<file path="config.mk">
export PLATFORM = sky130hd
export DESIGN_NAME = extract_scheduler_flat
export DESIGN_NICKNAME = d
export VERILOG_FILES = /design/src/rtl/extract_scheduler_if.sv /design/src/rtl/extract_scheduler.sv /design/src/flat_wrapper.sv
export SDC_FILE = /design/constraint.sdc
export NUM_CORES = 1
export LEC_CHECK = 0
export CORE_AREA = 5 5 561 563
export CTS_CLUSTER_DIAMETER = 30
export DETAILED_ROUTE_END_ITERATION = 10
export DIE_AREA = 0 0 566 568
export PLACE_DENSITY = 0.3
export SLEW_MARGIN = 5
export SYNTH_ARGS = -nofsm -noshare
export SYNTH_HDL_FRONTEND = slang
export SYNTH_SLANG_ARGS = --single-unit
</file>
<file path="constraint.sdc">
create_clock -name clk -period 2.55 [get_ports clk]
set_clock_uncertainty 0.1 [all_clocks]
set_input_delay 0.255 -clock clk [delete_from_list [all_inputs] [get_ports clk]]
set_output_delay 0.255 -clock clk [all_outputs]
set_load 0.01 [all_outputs]
</file>
<file path="src/rtl/extract_scheduler_if.sv">
// Stream bundle around extract_scheduler: PORTS buffer sources in, one muxed
// stream out to extract, plus the source-ID stream that tags each packet.
interface extract_scheduler_if #(
    parameter int PORTS          = 4,
    parameter int BUF_DATA_WIDTH = 256,
    parameter int BUF_KEEP_WIDTH = BUF_DATA_WIDTH / 8,
    parameter int ID_WIDTH       = (PORTS > 1) ? $clog2(PORTS) : 1
);
    logic [PORTS*BUF_DATA_WIDTH-1:0] s_inbuf_axis_tdata;
    logic [PORTS*BUF_KEEP_WIDTH-1:0] s_inbuf_axis_tkeep;
    logic [PORTS-1:0]                s_inbuf_axis_tvalid;
    logic [PORTS-1:0]                s_inbuf_axis_tready;
    logic [PORTS-1:0]                s_inbuf_axis_tlast;

    logic [BUF_DATA_WIDTH-1:0]       m_outbuf_axis_tdata;
    logic [BUF_KEEP_WIDTH-1:0]       m_outbuf_axis_tkeep;
    logic                            m_outbuf_axis_tvalid;
    logic                            m_outbuf_axis_tready;
    logic                            m_outbuf_axis_tlast;

    logic [ID_WIDTH-1:0]             m_id_axis_tdata;
    logic                            m_id_axis_tvalid;
    logic                            m_id_axis_tready;

    // Scheduler side.
    modport master (
        input  s_inbuf_axis_tdata, s_inbuf_axis_tkeep, s_inbuf_axis_tvalid, s_inbuf_axis_tlast,
        output s_inbuf_axis_tready,
        output m_outbuf_axis_tdata, m_outbuf_axis_tkeep, m_outbuf_axis_tvalid, m_outbuf_axis_tlast,
        input  m_outbuf_axis_tready,
        output m_id_axis_tdata, m_id_axis_tvalid,
        input  m_id_axis_tready
    );

    // Environment side: sources, extract and the ID consumer.
    modport slave (
        output s_inbuf_axis_tdata, s_inbuf_axis_tkeep, s_inbuf_axis_tvalid, s_inbuf_axis_tlast,
        input  s_inbuf_axis_tready,
        input  m_outbuf_axis_tdata, m_outbuf_axis_tkeep, m_outbuf_axis_tvalid, m_outbuf_axis_tlast,
        output m_outbuf_axis_tready,
        input  m_id_axis_tdata, m_id_axis_tvalid,
        output m_id_axis_tready
    );
endinterface

</file>
<file path="src/rtl/extract_scheduler.sv">
// Packet-level round-robin arbiter feeding one extract datapath; the source
// index of every granted packet is queued so downstream can tag its output.
module extract_scheduler #(
    parameter int PORTS          = 4,
    parameter int BUF_DATA_WIDTH = 256,
    parameter int BUF_KEEP_WIDTH = BUF_DATA_WIDTH / 8,
    parameter int ID_WIDTH       = (PORTS > 1) ? $clog2(PORTS) : 1,
    parameter int ID_FIFO_DEPTH  = 4
) (
    input  logic                 clk,
    input  logic                 rst_n,
    extract_scheduler_if.master  bus
);
    localparam int PTR_W = $clog2(ID_FIFO_DEPTH);
    localparam int CNT_W = PTR_W + 1;

    typedef enum logic {IDLE, GRANT} state_t;

    state_t              state, state_nxt;
    logic [ID_WIDTH-1:0] grant, grant_nxt, last_grant, pick;
    logic                first;
    logic [1:0]          rst_sync;
    logic                rst_int_n;

    logic [ID_WIDTH-1:0] mem [ID_FIFO_DEPTH];
    logic [PTR_W-1:0]    wr_ptr, rd_ptr;
    logic [CNT_W-1:0]    count;

    logic src_valid, src_last, gate, out_valid, hs, push, pop, id_full;

    // Assertion reaches every flop at once; release is retimed to clk.
    always_ff @(posedge clk or negedge rst_n) begin
        if (!rst_n) rst_sync <= 2'b00;
        else        rst_sync <= {rst_sync[0], 1'b1};
    end
    assign rst_int_n = rst_sync[1];

    assign src_valid = bus.s_inbuf_axis_tvalid[grant];
    assign src_last  = bus.s_inbuf_axis_tlast[grant];
    assign id_full   = (count == CNT_W'(ID_FIFO_DEPTH));
    assign gate      = !first || !id_full;
    assign out_valid = (state == GRANT) && src_valid && gate;
    assign hs        = out_valid && bus.m_outbuf_axis_tready;
    assign push      = hs && first;
    assign pop       = bus.m_id_axis_tvalid && bus.m_id_axis_tready;

    always_comb begin
        logic found;
        logic [ID_WIDTH-1:0] cand;
        // NOTE: every variable gets a default before any branch, so no latch is inferred.
        pick  = '0;
        found = 1'b0;
        cand  = '0;
        for (int i = 1; i <= PORTS; i++) begin
            cand = ID_WIDTH'((int'(last_grant) + i) % PORTS);
            if (!found && bus.s_inbuf_axis_tvalid[cand]) begin
                pick  = cand;
                found = 1'b1;
            end
        end
    end

    always_comb begin
        state_nxt = state;
        grant_nxt = grant;
        case (state)
            IDLE: if (|bus.s_inbuf_axis_tvalid) begin
                grant_nxt = pick;
                state_nxt = GRANT;
            end
            GRANT: if (hs && src_last) state_nxt = IDLE;
            default: state_nxt = IDLE;
        endcase
    end

    always_comb begin
        bus.s_inbuf_axis_tready  = '0;
        bus.m_outbuf_axis_tvalid = 1'b0;
        bus.m_outbuf_axis_tlast  = 1'b0;
        bus.m_outbuf_axis_tdata  = '0;
        bus.m_outbuf_axis_tkeep  = '0;
        if (state == GRANT) begin
            bus.m_outbuf_axis_tvalid       = out_valid;
            bus.m_outbuf_axis_tlast        = src_last;
            bus.m_outbuf_axis_tdata        = bus.s_inbuf_axis_tdata[int'(grant)*BUF_DATA_WIDTH +: BUF_DATA_WIDTH];
            bus.m_outbuf_axis_tkeep        = bus.s_inbuf_axis_tkeep[int'(grant)*BUF_KEEP_WIDTH +: BUF_KEEP_WIDTH];
            bus.s_inbuf_axis_tready[grant] = bus.m_outbuf_axis_tready && gate;
        end
    end

    // NOTE: sequential state uses non-blocking assignments so all flops update together.
    always_ff @(posedge clk or negedge rst_int_n) begin
        if (!rst_int_n) begin
            state      <= IDLE;
            grant      <= '0;
            last_grant <= ID_WIDTH'(PORTS - 1);
            first      <= 1'b1;
        end else begin
            state <= state_nxt;
            grant <= grant_nxt;
            if (hs) first <= src_last;
            if (hs && src_last) last_grant <= grant;
        end
    end

    // NOTE: the storage array has no reset; only pointers and count do, and the head is masked while empty.
    always_ff @(posedge clk) begin
        if (push) mem[wr_ptr] <= grant;
    end

    always_ff @(posedge clk or negedge rst_int_n) begin
        if (!rst_int_n) begin
            wr_ptr <= '0;
            rd_ptr <= '0;
            count  <= '0;
        end else begin
            if (push) wr_ptr <= wr_ptr + PTR_W'(1);
            if (pop)  rd_ptr <= rd_ptr + PTR_W'(1);
            case ({push, pop})
                2'b10:   count <= count + CNT_W'(1);
                2'b01:   count <= count - CNT_W'(1);
                default: count <= count;
            endcase
        end
    end

    assign bus.m_id_axis_tvalid = (count != '0);
    assign bus.m_id_axis_tdata  = bus.m_id_axis_tvalid ? mem[rd_ptr] : '0;
endmodule
</file>
<file path="src/flat_wrapper.sv">
// flat-port wrapper written by rule: the top's interface ports become plain ports
module extract_scheduler_flat 
#(
    parameter int PORTS          = 4,
    parameter int BUF_DATA_WIDTH = 256,
    parameter int BUF_KEEP_WIDTH = BUF_DATA_WIDTH / 8,
    parameter int ID_WIDTH       = (PORTS > 1) ? $clog2(PORTS) : 1,
    parameter int ID_FIFO_DEPTH  = 4
)
  (clk, rst_n, bus_s_inbuf_axis_tdata, bus_s_inbuf_axis_tkeep, bus_s_inbuf_axis_tvalid, bus_s_inbuf_axis_tlast, bus_s_inbuf_axis_tready, bus_m_outbuf_axis_tdata, bus_m_outbuf_axis_tkeep, bus_m_outbuf_axis_tvalid, bus_m_outbuf_axis_tlast, bus_m_outbuf_axis_tready, bus_m_id_axis_tdata, bus_m_id_axis_tvalid, bus_m_id_axis_tready);
  extract_scheduler_if #(.PORTS(PORTS), .BUF_DATA_WIDTH(BUF_DATA_WIDTH), .BUF_KEEP_WIDTH(BUF_KEEP_WIDTH), .ID_WIDTH(ID_WIDTH)) bus_i ();
  input  logic clk;
  input  logic rst_n;
  input wire logic [$bits(bus_i.s_inbuf_axis_tdata)-1:0] bus_s_inbuf_axis_tdata;
  input wire logic [$bits(bus_i.s_inbuf_axis_tkeep)-1:0] bus_s_inbuf_axis_tkeep;
  input wire logic [$bits(bus_i.s_inbuf_axis_tvalid)-1:0] bus_s_inbuf_axis_tvalid;
  input wire logic [$bits(bus_i.s_inbuf_axis_tlast)-1:0] bus_s_inbuf_axis_tlast;
  output wire logic [$bits(bus_i.s_inbuf_axis_tready)-1:0] bus_s_inbuf_axis_tready;
  output wire logic [$bits(bus_i.m_outbuf_axis_tdata)-1:0] bus_m_outbuf_axis_tdata;
  output wire logic [$bits(bus_i.m_outbuf_axis_tkeep)-1:0] bus_m_outbuf_axis_tkeep;
  output wire logic [$bits(bus_i.m_outbuf_axis_tvalid)-1:0] bus_m_outbuf_axis_tvalid;
  output wire logic [$bits(bus_i.m_outbuf_axis_tlast)-1:0] bus_m_outbuf_axis_tlast;
  input wire logic [$bits(bus_i.m_outbuf_axis_tready)-1:0] bus_m_outbuf_axis_tready;
  output wire logic [$bits(bus_i.m_id_axis_tdata)-1:0] bus_m_id_axis_tdata;
  output wire logic [$bits(bus_i.m_id_axis_tvalid)-1:0] bus_m_id_axis_tvalid;
  input wire logic [$bits(bus_i.m_id_axis_tready)-1:0] bus_m_id_axis_tready;
  assign bus_i.s_inbuf_axis_tdata = bus_s_inbuf_axis_tdata;
  assign bus_i.s_inbuf_axis_tkeep = bus_s_inbuf_axis_tkeep;
  assign bus_i.s_inbuf_axis_tvalid = bus_s_inbuf_axis_tvalid;
  assign bus_i.s_inbuf_axis_tlast = bus_s_inbuf_axis_tlast;
  assign bus_s_inbuf_axis_tready = bus_i.s_inbuf_axis_tready;
  assign bus_m_outbuf_axis_tdata = bus_i.m_outbuf_axis_tdata;
  assign bus_m_outbuf_axis_tkeep = bus_i.m_outbuf_axis_tkeep;
  assign bus_m_outbuf_axis_tvalid = bus_i.m_outbuf_axis_tvalid;
  assign bus_m_outbuf_axis_tlast = bus_i.m_outbuf_axis_tlast;
  assign bus_i.m_outbuf_axis_tready = bus_m_outbuf_axis_tready;
  assign bus_m_id_axis_tdata = bus_i.m_id_axis_tdata;
  assign bus_m_id_axis_tvalid = bus_i.m_id_axis_tvalid;
  assign bus_i.m_id_axis_tready = bus_m_id_axis_tready;
  extract_scheduler #(.PORTS(PORTS), .BUF_DATA_WIDTH(BUF_DATA_WIDTH), .BUF_KEEP_WIDTH(BUF_KEEP_WIDTH), .ID_WIDTH(ID_WIDTH), .ID_FIFO_DEPTH(ID_FIFO_DEPTH)) u_core (.clk(clk), .rst_n(rst_n), .bus(bus_i));
endmodule
</file>
==> qor.json <==
{
  "status": {
    "run_status": "finished, violations left",
    "failed_checks": "negative setup slack"
  },
  "finish": {
    "number_of_fillers_in_the_final_layout": 35500,
    "layout.nets": 3548,
    "drive_gt1_share_pct": 45.3,
    "layout-area-overhead-vs-synth_pct": 241,
    "seq_cell_area_um2": 631,
    "multi_input_area_um2": 9420
  },
  "drt": {
    "postRouteAntennaNets": 0,
    "drt_drc_violations_left": 0,
    "number_of_drc_violations_after_detailed_routing_iteration_0": 944,
    "drt_pass1_iterations": 4,
    "drt-total-wl_um": 270000,
    "routedWlPerCell_um": 41.2,
    "dr_total_vias": 17200,
    "detail_route.vias_per_cell": 2.62
  },
  "critical_path": {
    "setup_slack_of_the_worst_register_to_register_path_ns": -0.11,
    "worst_setup_path_start_kind": "flip-flop",
    "rr_worst_depth": 11,
    "critPathMaxFanout": 7,
    "capturing_element_type_of_the_critical_path": "primary output",
    "worstReg2RegStart": "u_core.grant[0]",
    "worst_ep_arrival_time_ns": 2.39,
    "critPathLaunch": "u_core.grant[0]",
    "timing.rr.end": "u_core.count[2]",
    "timing_worst_setup_path_type": "flip-flop to primary output",
    "worst_setup_path_endpoint": "bus_m_outbuf_axis_tdata[44]",
    "worst_ep_required_time_ns": 2.19
  },
  "timing": {
    "post-route-min-period_ns": 2.75,
    "finalHoldViolations": 0,
    "drv_slew": 0,
    "report.final.setup_viol": 220,
    "grt_setup_unrepaired": "true",
    "min_period_over_period_pct": 108,
    "finalHoldWorstSlack_ns": 0.0548,
    "final_critical_path_setup_slack_ns": -0.197,
    "max_clock_freq_mhz": 364,
    "worst_slew_pin_slew_ns": 0.638,
    "max_slew_margin_pct": 57.5
  },
  "power": {
    "max-vdd-ir-drop_uv": 419,
    "sequentialPowerShare_pct": 2.2,
    "power_frac_comb_pct": 96.8,
    "sw_share_pct": 46.7,
    "clock_power_share_pct": 1.0,
    "total_power_uw": 34200,
    "pwr_density_cell_nw_per_um2": 1010,
    "switching_power_uw": 16000,
    "p_int_uw": 18300,
    "total_leakage_power_uw": 0.0118
  },
  "clock_tree": {
    "holdBufCountCts": 0,
    "cts_tree": "built",
    "cts.htree.levels": 1,
    "cts-root-to-sink-buffers": 2,
    "cts.root.buffer_cell": "clkbuf_16",
    "clock_sink_count": 23,
    "clk_slew_on_worst_s_h_paths_ns": 0.06,
    "clk-insertion-delay-late_ns": 0.26,
    "cts-buffers-inserted": 3
  },
  "global_routing": {
    "grt.total_usage_pct": 15.9,
    "grt_max_degree": 76,
    "first_global_vias": 17300,
    "antenna_violations_before_repair": 360,
    "wire_length_of_the_first_global_routing_pass_um": 309000,
    "grt_overflow": 0
  },
  "floorplanning": {
    "design.core.area_um2": 308000,
    "io_pins": 1461,
    "floorplan.initialDensity_pct": 3.21,
    "rows": 204,
    "fp.dieW_um": 566,
    "die_height_um": 568,
    "design.die.area_um2": 321000
  },
  "synth": {
    "synthesis.area_um2": 9890,
    "yosys_register_bits": 23,
    "synthDistinctLibCells": 37,
    "post_synth_edffs": 8,
    "postSynth.asyncResetShare_pct": 65.2,
    "syn_nets": 1939,
    "synthesis.instances": 769,
    "dominantRegCellSynth": "dfrtp_1",
    "post_syn_area_per_cell_um2": 12.9,
    "ys_warn_count": 0,
    "synth.yosys.seq_area_share_pct": 6.26
  },
  "hold_path": {
    "min-delay-path-class": "input port to asynchronous set/reset pin"
  },
  "run": {
    "drv_cap": 0
  },
  "placed_design": {
    "port_buffers": 1460,
    "gp_routability_congestion": 0.919,
    "detailedPlacementHpwl_um": 248000,
    "dp_slack_ns": -0.227
  }
}
[state kept, by name, summed over array words and instances, names as in the netlist]
name,count
u_core.count,3
u_core.first,1
u_core.grant,2
u_core.last_grant,2
u_core.mem,8
u_core.rd_ptr,2
u_core.rst_sync,2
u_core.state,1
u_core.wr_ptr,2
[logic make-up (layout without fill, tap and decap cells)]
group / after synthesis / in the layout / share of synthesized area [%]
xor gates and xnor gates: 6 / 6 / 0.531
adders and majority gates: 6 / 6 / 0.835
other: 1 / 47 / 0.0379
buffers and inverters: 109 / 1717 / 4.68
AOI/OAI and AO/OA: 12 / 12 / 0.911
and+or+nand+nor: 315 / 315 / 19.7
muxes: 297 / 297 / 67.1
DFF: 23 / 23 / 6.26
[what timing repair did]
item | CTS | global route
gates resized for setup | 903 | 315
endpoints found under the setup margin | 279 | 286
cloned | 23 | 7
setup buffers | 105 | 48
pin swaps | 76 | 54
[synthesized netlist by cell type (all sizes together), types with 2 or more instances]
master	n	area share, %
a21oi	2	0.10
and2	296	19
buf	39	2.0
clkbuf	61	2.3
dfrtp	12	3.0
dfstp	3	0.80
edfxtp	8	2.4
ha	5	0.63
inv	9	0.34
mux2	3	0.38
mux2i	2	0.20
mux4	292	66
nand2	5	0.19
nand3	2	0.10
nor2	5	0.19
nor3	2	0.10
o21ai	2	0.10
xnor2	3	0.27
xor2	3	0.27
[worst min-delay path by stage]
stage	startpoint	to	slack, ns
5_1_grt	rst_n	u_core.rst_sync[0]	0.05
4_1_cts	rst_n	u_core.rst_sync[0]	0.05
3_5_place_dp	u_core.rst_sync[1]	u_core.grant[0]	0.18
6_report	rst_n	u_core.rst_sync[0]	0.05
3_3_place_gp	u_core.rst_sync[1]	u_core.grant[0]	0.17
2_1_floorplan	rst_n	u_core.rst_sync[0]	-0.14
[power by group through the flow]
| stage | Sequential [µW] | Clock (µW) | Combinational, µW |
|---|---|---|---|
| finish | 757 | 349 | 33100 |
| global route | 777 | 375 | 34500 |
| CTS | 749 | 359 | 32100 |
| detailed placement | 760 | 0 | 26800 |
| global placement | 758 | 0 | 26900 |
| floorplan | 629 | 0 | 9830 |
[final cells by class]
class,instances,area share [%]
antenna,46,0.341
clock buffer,3,0.222
clock inverter,1,0.0148
inverter,9,0.107
multi-input combinational,637,27.9
sequential,23,1.87
tap,4120,15.3
timing repair buffer,1704,54.3
[layout by cell type, fill, tap and decap left out, types with 4 or more instances in the layout]
master / count
and2_1: 61
dlymetal6s2s_1: 4
mux4_2: 292
ha_1: 4
inv_1: 7
edfxtp_1: 8
clkbuf_2: 20
buf_16: 20
buf_8: 31
and2_4: 235
diode_2: 46
nand2_1: 5
clkdlybuf4s50_1: 1166
buf_2: 26
dfrtp_1: 9
buf_12: 82
clkbuf_16: 9
buf_6: 233
nor2_1: 5
buf_4: 107
[metrics by stage]
stage / TNS, ns / cell area (µm²) / cells / util [%]
detailed placement: -13.43 / 30300 / 6345 / 9.82
global route: -32.12 / 33700 / 6507 / 10.9
floorplan: -0.0167 / 9920 / 769 / -
finish: -17.88 / 33800 / 6543 / 10.9
global placement: -14.01 / 30300 / 6345 / 9.82
CTS: -40.56 / 32900 / 6476 / 10.7
[routing by layer]
| metal | GRT usage (%) | vias to the layer above | wire, µm |
|---|---|---|---|
| met1 | 17.5 | 8364 | 99600 |
| met4 | 0.486 | 234 | 4040 |
| met2 | 26.8 | 1552 | 124000 |
| met3 | 10.6 | 572 | 39900 |
| met5 | 0 | - | 1720 |
| li1 | - | 6428 | - |
[critical path, cell delays in order, from the launching register on]
cell     delay, ns
dfrtp_4       0.53
buf_6         0.14
buf_12        0.14
buf_16        0.16
buf_12        0.13
buf_16        0.14
mux4_2        0.53
and2_4        0.21
buf_6         0.14
Power figures use the tool's default switching activity.
